$ cat src/rtl/muldiv_unit_pkg.sv
// Shared definitions for the HI/LO multiply/divide unit: op encodings and decode helpers.
package muldiv_unit_pkg;

    typedef enum logic [1:0] {
        MD_OP_MULT  = 2'b00,
        MD_OP_MULTU = 2'b01,
        MD_OP_DIV   = 2'b10,
        MD_OP_DIVU  = 2'b11
    } md_op_t;

    function automatic logic op_is_div(input md_op_t op);
        return (op == MD_OP_DIV) || (op == MD_OP_DIVU);
    endfunction

    function automatic logic op_is_signed(input md_op_t op);
        return (op == MD_OP_MULT) || (op == MD_OP_DIV);
    endfunction

endpackage

$ cat src/rtl/muldiv_unit.sv
// Iterative MULT/MULTU/DIV/DIVU unit owning HI/LO; one shift-add or
// shift-subtract step per cycle on operand magnitudes, sign fix-up at commit.
module muldiv_unit
    import muldiv_unit_pkg::*;
#(
    parameter int XLEN = 32
) (
    input  logic            clk,
    input  logic            rst,
    input  logic            start,
    input  logic [1:0]      op,
    input  logic [XLEN-1:0] src_a,
    input  logic [XLEN-1:0] src_b,
    output logic            busy,
    output logic            done,
    output logic [XLEN-1:0] hi,
    output logic [XLEN-1:0] lo
);

    localparam int CNT_W = $clog2(XLEN);

    typedef enum logic [1:0] {
        S_IDLE,
        S_RUN,
        S_DONE
    } state_t;

    state_t            state;
    logic              div_q;
    logic              neg_a;
    logic              neg_b;
    logic [XLEN-1:0]   mag_a;
    logic [XLEN-1:0]   mag_b;
    logic [2*XLEN-1:0] acc;
    logic [CNT_W-1:0]  count;

    md_op_t            op_in;
    logic              neg_a_in;
    logic              neg_b_in;
    logic [XLEN-1:0]   mag_a_in;
    logic [XLEN-1:0]   mag_b_in;

    logic [XLEN:0]     mul_sum;
    logic [XLEN:0]     rem_sh;
    logic [XLEN-1:0]   div_diff;
    logic [2*XLEN-1:0] acc_next;
    logic [2*XLEN-1:0] prod;
    logic [XLEN-1:0]   commit_hi;
    logic [XLEN-1:0]   commit_lo;

    always_comb begin
        op_in    = md_op_t'(op);
        neg_a_in = op_is_signed(op_in) & src_a[XLEN-1];
        neg_b_in = op_is_signed(op_in) & src_b[XLEN-1];
        mag_a_in = neg_a_in ? -src_a : src_a;
        mag_b_in = neg_b_in ? -src_b : src_b;
    end

    // acc holds {partial product, multiplier} for multiply and
    // {partial remainder, dividend/quotient} for divide.
    always_comb begin
        mul_sum  = {1'b0, acc[2*XLEN-1:XLEN]} + (acc[0] ? {1'b0, mag_a} : '0);
        rem_sh   = acc[2*XLEN-1:XLEN-1];
        div_diff = rem_sh[XLEN-1:0] - mag_b;
        if (div_q) begin
            if (rem_sh >= {1'b0, mag_b})
                acc_next = {div_diff, acc[XLEN-2:0], 1'b1};
            else
                acc_next = {rem_sh[XLEN-1:0], acc[XLEN-2:0], 1'b0};
        end else begin
            acc_next = {mul_sum, acc[XLEN-1:1]};
        end
    end

    // Sign flags are only ever set for signed ops, so unsigned ops pass through.
    always_comb begin
        prod      = (neg_a ^ neg_b) ? -acc_next : acc_next;
        commit_hi = prod[2*XLEN-1:XLEN];
        commit_lo = prod[XLEN-1:0];
        if (div_q) begin
            if (mag_b == '0) begin
                commit_lo = '1;
                commit_hi = neg_a ? -mag_a : mag_a;
            end else begin
                commit_lo = (neg_a ^ neg_b) ? -acc_next[XLEN-1:0] : acc_next[XLEN-1:0];
                commit_hi = neg_a ? -acc_next[2*XLEN-1:XLEN] : acc_next[2*XLEN-1:XLEN];
            end
        end
    end

    always_ff @(posedge clk or posedge rst) begin
        if (rst) begin
            state <= S_IDLE;
            div_q <= 1'b0;
            neg_a <= 1'b0;
            neg_b <= 1'b0;
            mag_a <= '0;
            mag_b <= '0;
            acc   <= '0;
            count <= '0;
            busy  <= 1'b0;
            done  <= 1'b0;
            hi    <= '0;
            lo    <= '0;
        end else begin
            case (state)
                S_IDLE, S_DONE: begin
                    done <= 1'b0;
                    if (start) begin
                        div_q <= op_is_div(op_in);
                        neg_a <= neg_a_in;
                        neg_b <= neg_b_in;
                        mag_a <= mag_a_in;
                        mag_b <= mag_b_in;
                        acc   <= {{XLEN{1'b0}}, op_is_div(op_in) ? mag_a_in : mag_b_in};
                        count <= '0;
                        busy  <= 1'b1;
                        state <= S_RUN;
                    end else begin
                        state <= S_IDLE;
                    end
                end
                S_RUN: begin
                    acc   <= acc_next;
                    count <= count + 1'b1;
                    if (count == CNT_W'(XLEN - 1)) begin
                        hi    <= commit_hi;
                        lo    <= commit_lo;
                        busy  <= 1'b0;
                        done  <= 1'b1;
                        state <= S_DONE;
                    end
                end
                default: begin
                    busy  <= 1'b0;
                    done  <= 1'b0;
                    state <= S_IDLE;
                end
            endcase
        end
    end

endmodule

$ cat config.mk
export PLATFORM = sky130hd
export DESIGN_NAME = muldiv_unit
export DESIGN_NICKNAME = d
export VERILOG_FILES = /design/src/rtl/muldiv_unit_pkg.sv /design/src/rtl/muldiv_unit.sv
export SDC_FILE = /design/constraint.sdc
export NUM_CORES = 1
export LEC_CHECK = 0
export ABC_CLOCK_PERIOD_IN_PS = 22100
export CORE_MARGIN = 2
export CORE_UTILIZATION = 40
export CTS_CLUSTER_DIAMETER = 80
export DETAILED_ROUTE_END_ITERATION = 7
export HOLD_SLACK_MARGIN = 0.03
export PLACE_DENSITY = 0.55
export SLEW_MARGIN = 20
export SYNTH_ARGS = -nofsm -noshare
export SYNTH_HDL_FRONTEND = slang
export SYNTH_SLANG_ARGS = --single-unit
$ cat constraint.sdc
create_clock -name clk -period 22.1 [get_ports clk]
set_clock_uncertainty 0.2 [all_clocks]
set_input_delay 4.42 -clock clk [delete_from_list [all_inputs] [get_ports clk]]
set_output_delay 4.42 -clock clk [all_outputs]
set_load 0.01 [all_outputs]
Word-level counts from Yosys, hierarchy flattened
Index checks and enable logic that the tools add are counted.
Word-level totals
  flip-flop bits (word level): 204
  output and inout bits: 66
Operators by class
  reductions and logical operators: 11
  add/sub/neg operators: 9
  eq/ne operators: 7
  bitwise gates (word level): 3
  multiplexer cells: 26
  order comparisons: 1
Operators by type and width (number)
  32-bit two-way mux: 11
  64-bit two-way mux: 4
  32-bit negation: 5
  64-bit one-hot mux with 2 select lines: 1
  64-bit negation: 1
  32-bit by 32-bit adder with 33-bit output: 1
  33-bit by 32-bit >= comparator with 1-bit output: 1
  32-bit logical NOT: 1
  32-bit subtractor: 1
  5-bit one-hot mux with 2 select lines: 1
  2-bit AND reduction: 4
  2-bit == test (second input constant): 3
  5-bit by 1-bit adder with 5-bit output (second input constant): 1
  5-bit == test (second input constant): 1
  1-bit two-way mux: 5
  5-bit two-way mux: 1
  2-bit logical NOT: 2
  2-bit != test (second input constant): 2
  2-bit one-hot mux with 2 select lines: 1
  1-bit AND: 2
  2-bit by 1-bit == test with 1-bit output (second input constant): 1
  1-bit logical OR: 2
  2-bit two-way mux: 1
  1-bit one-hot mux with 2 select lines: 1
  other kinds (3): 3

Depth between registers and ports, before layout
  depth after elaboration: 7
  depth in mapped cells: 23

Worst setup path after synthesis
Ideal clock, no wire load.
  path type: in2reg
  from: input src_b[7]
  to: register acc[29]
  cell stages on the path: 11
  slack: 15256 ps
  arrival time: 6498 ps
  data required time: 21754 ps
  path through: or3_1 -> nor4_1 -> nor2b_1 -> nand2b_1 -> nor2_1 -> nand2_1 -> nor3_1 -> a21oi_1 -> xor2_1 -> o21ai_0 -> o221ai_1
Between the ends
  cells in the longest elaborated chain, start to end: 5
RTL lines
  start, declared: line muldiv_unit.sv:13  | input logic [XLEN-1:0] src_b,
  32-bit negation: line muldiv_unit.sv:56  | mag_b_in = neg_b_in ? -src_b : src_b;
  32-bit two-way mux: line muldiv_unit.sv:56
  32-bit two-way mux: line muldiv_unit.sv:115  | acc <= {{XLEN{1'b0}}, op_is_div(op_in) ? mag_a_in : mag_b_in};
  64-bit two-way mux: line muldiv_unit.sv:109  | if (start) begin
  64-bit one-hot mux with 2 select lines: line muldiv_unit.sv:106  | case (state)
  end signal, assigned: line muldiv_unit.sv:115
  end signal, assigned: line muldiv_unit.sv:124  | acc <= acc_next;
  end, declared: line muldiv_unit.sv:34  | logic [2*XLEN-1:0] acc;
Every way passes these cells. The select of a mux whose other input is x is not followed.
A chain may end at the register's enable or synchronous reset.

Worst setup path in the final report
  from: input src_b[7]
  to: register acc[27]
The elaborated chain is that of the path after synthesis.

==> summary.md <==
| Metric | Value |
|---|---|
| Status | `finished, final reports clean` |
| Clk sink count | `203` |
| Port Buf Inserts | `134` |
| Clock slew at reported path FFs | `60 ps` |
| Via density | `6.06` |
| RSZ-0062 raised after global routing | `no` |
| H-Tree Depth | `1` |
| Crit-path max cell delay | `450 ps` |
| IO Count | `135` |
| Flops & latches, synth | `203` |
| Slew HR | `0.224` |
| Worst-margin pin slew | `1160 ps` |
| Post-CTS Resized | `0` |
| Crit path buf inv count | `1` |
| WP data arrival | `7390 ps` |
| First-pass GRT wire length | `107000 um` |
| Hold_buf cts | `0` |
| Synth Net Count | `2384` |
| Slew Viols, Final | `0` |
| Clock period minus worst slack | `7190 ps` |
| CP Class | `input pin to flip-flop` |
| Final Cell Area | `20300 um^2` |
| Largest net degree at the start of global routing | `90` |
| Share of cells above drive strength 1 | `0.0552` |
| Initial antenna violation count | `2` |
| Nets | `2441` |
| Mapped Area | `17500 um^2` |
| Clock Latency Late Sink | `580 ps` |
| Final setup fails | `0` |
| Cell family with most CP delay | `simple AND/OR/NAND/NOR gates` |
| DRC Markers | `0` |
| Final total negative setup slack | `0 ps` |
| Total number of vias | `17600` |
| Slowest CP cell | `clkdlybuf4s50_1` |
| Synth top area share | `0.290` |
| Root Driver | `clkbuf_16` |
| Post-synth EDFFs | `0` |
| Routed WL | `71600 um` |
| Detail Placement HPWL | `55000 um` |
| CP Launch Type | `input pin` |
| Fmax achieved | `139 MHz` |
| Worst hold path class | `flip-flop to flip-flop` |
| Area Overhead vs Synth | `15.6%` |
| Max Cap Viol | `0` |
| Cell repeated most along the worst path | `nor2_1` |
| Crit path max fanout | `4` |
| DRT Pass-1 Iters | `6` |
| Distinct cell type count after synthesis | `89` |
| Cell Chain, Critical Path | `clkdlybuf4s50_1 -> or3_1 -> nor4_1 -> nor2b_1 -> nand2b_1 -> nor2_1 -> nand2_1 -> nor3_1 -> nor2_1 -> xnor2_1 -> nor2_1 -> a21oi_1 -> o221ai_1` |
| Synth top area cells | `dfrtp_1 (29%), nand2_1 (7.2%), o21ai_0 (5.7%)` |
| Avg WL per Cell | `24.6 um` |
| Die area | `45500 um^2` |
| Final GP Congestion | `1.02` |
| Count leader, synth | `nand2_1` |
| Setup bufs post-CTS | `0` |
| Synth cell count leaders | `nand2_1 (335), dfrtp_1 (203), o21ai_0 (201)` |
| Core area | `43200 um^2` |
| Area leader, netlist | `dfrtp_1` |
| 1st-iter DRT viols | `1770` |
| Routed Antenna Nets | `0` |
| Sequential fraction of the synthesis area | `0.290` |
| Die W | `213 um` |
| Die Ht | `213 um` |
| Synth Flop Type | `dfrtp_1` |
| Tcrit/Tclk final | `0.325` |
| Syn Area/Cell | `7.82 um^2` |
| FP Rows | `76` |
| Synth Instances | `2242` |
| Initial core utilization | `0.406` |
| Async set or reset register ratio after synthesis | `1.00` |
| Hold Vio Cnt, Final | `0` |
| Placed cell areas | `19300 um^2` |
| Grt total ovfl | `0` |
| Clock Tree Buf Depth | `3` |
| Data required, critical path | `22310 ps` |
| CTS Buf Count | `27` |
| Synth warn | `0` |
| CTS tree | `built` |
| Tot GR Track Use | `0.315` |
| Crit end category | `flip-flop` |
| Vias in the first global route | `17000` |
[area by class of cell]
class                           instances  area (um^2)
Fill cell                            4339        22900
Multi-Input combinational cell       1831        11700
Sequential cell                       203         5080
Timing Repair Buffer                  167         1580
Clock buffer                           39          751
Tap cell                              585          732
Inverter                               69          267
Clock inverter                         11          184
Antenna cell                            1         2.50
[layer usage]
layer	up-vias	global-route usage	wire [um]
met5	-	0	0
met4	0	0.154	4290
met3	172	0.0305	4190
met2	722	0.515	32800
met1	8458	0.417	30400
li1	8254	-	-
[cells by family (layout without fill, tap and decap cells)]
| group | count (synthesis) | after routing | share of synthesized area |
|---|---|---|---|
| AO/OA/AOI/OAI | 699 | 699 | 0.260 |
| multiplexers | 44 | 44 | 0.0260 |
| other | 0 | 1 | 0 |
| flip-flops | 203 | 203 | 0.290 |
| adder cells (fa/ha/maj) | 73 | 73 | 0.0529 |
| AND/OR/NAND/NOR | 797 | 797 | 0.214 |
| buffers and inverters | 208 | 286 | 0.0481 |
| XOR/XNOR | 218 | 218 | 0.109 |
[registers in the layout (all words and copies together) (netlist names)]
name,count
mag_a,32
div_q,1
count,5
mag_b,32
busy,1
neg_a,1
acc,64
neg_b,1
hi,32
state,1
lo,32
done,1
[placed cells by master, fill, tap and decap left out, types with 14 or more instances in the layout]
cell             count
ha_1                71
and2_1              46
a21o_1              24
mux2i_1             41
dfrtp_1            202
nor3_1              52
nand2_1            335
clkdlybuf4s50_1    133
o21a_1              14
buf_4               33
a22o_1              14
a21oi_1            159
xor2_1             109
inv_1               68
a31oi_1             27
o22ai_1             14
and3_1              21
o22a_1              32
o31ai_1             30
clkbuf_16           27
nor4_1              20
o21ai_0            201
nand3_1             51
xnor2_1            107
o211ai_1            24
nand4_1             21
nor2_1             147
o221ai_1            33
nand2b_1            16
a211oi_1            15
o41ai_1             14
[metrics by stage]
step | util | instances | setup WS (ps) | hold slack (ps)
after floorplan | - | 2242 | 11940 | 249
after global placement | 0.448 | 2855 | 14380 | 266
after detailed placement | 0.448 | 2855 | 14350 | 271
after CTS | 0.470 | 2905 | 14950 | 286
after global routing | 0.470 | 2905 | 14550 | 307
final | 0.470 | 2906 | 14910 | 278
[final timing paths]
path / start / endpoint / slack (ps) / depth (start not counted)
max reg2reg: mag_b[18] / hi[24] / 15530 / 20
max in group asynchronous: rst / acc[19] / 15370 / 4
max: src_b[7] / acc[27] / 14910 / 13
min: hi[17] / hi[17] / 280 / 2
min in group asynchronous: rst / hi[15] / 4060 / 2
min reg2reg: hi[17] / hi[17] / 280 / 2
[tightest hold or removal path, delay by kind of cell (launching register included)]
| family | cells | cell delay [ps] |
|---|---|---|
| and+or+nand+nor | 1 | 50 |
| AOI/OAI and AO/OA | 1 | 50 |
| DFF | 1 | 340 |
Power is left out: the tool's default activity adds up to more than one toggle a clock period on the data nets, which glitch-free logic cannot reach.
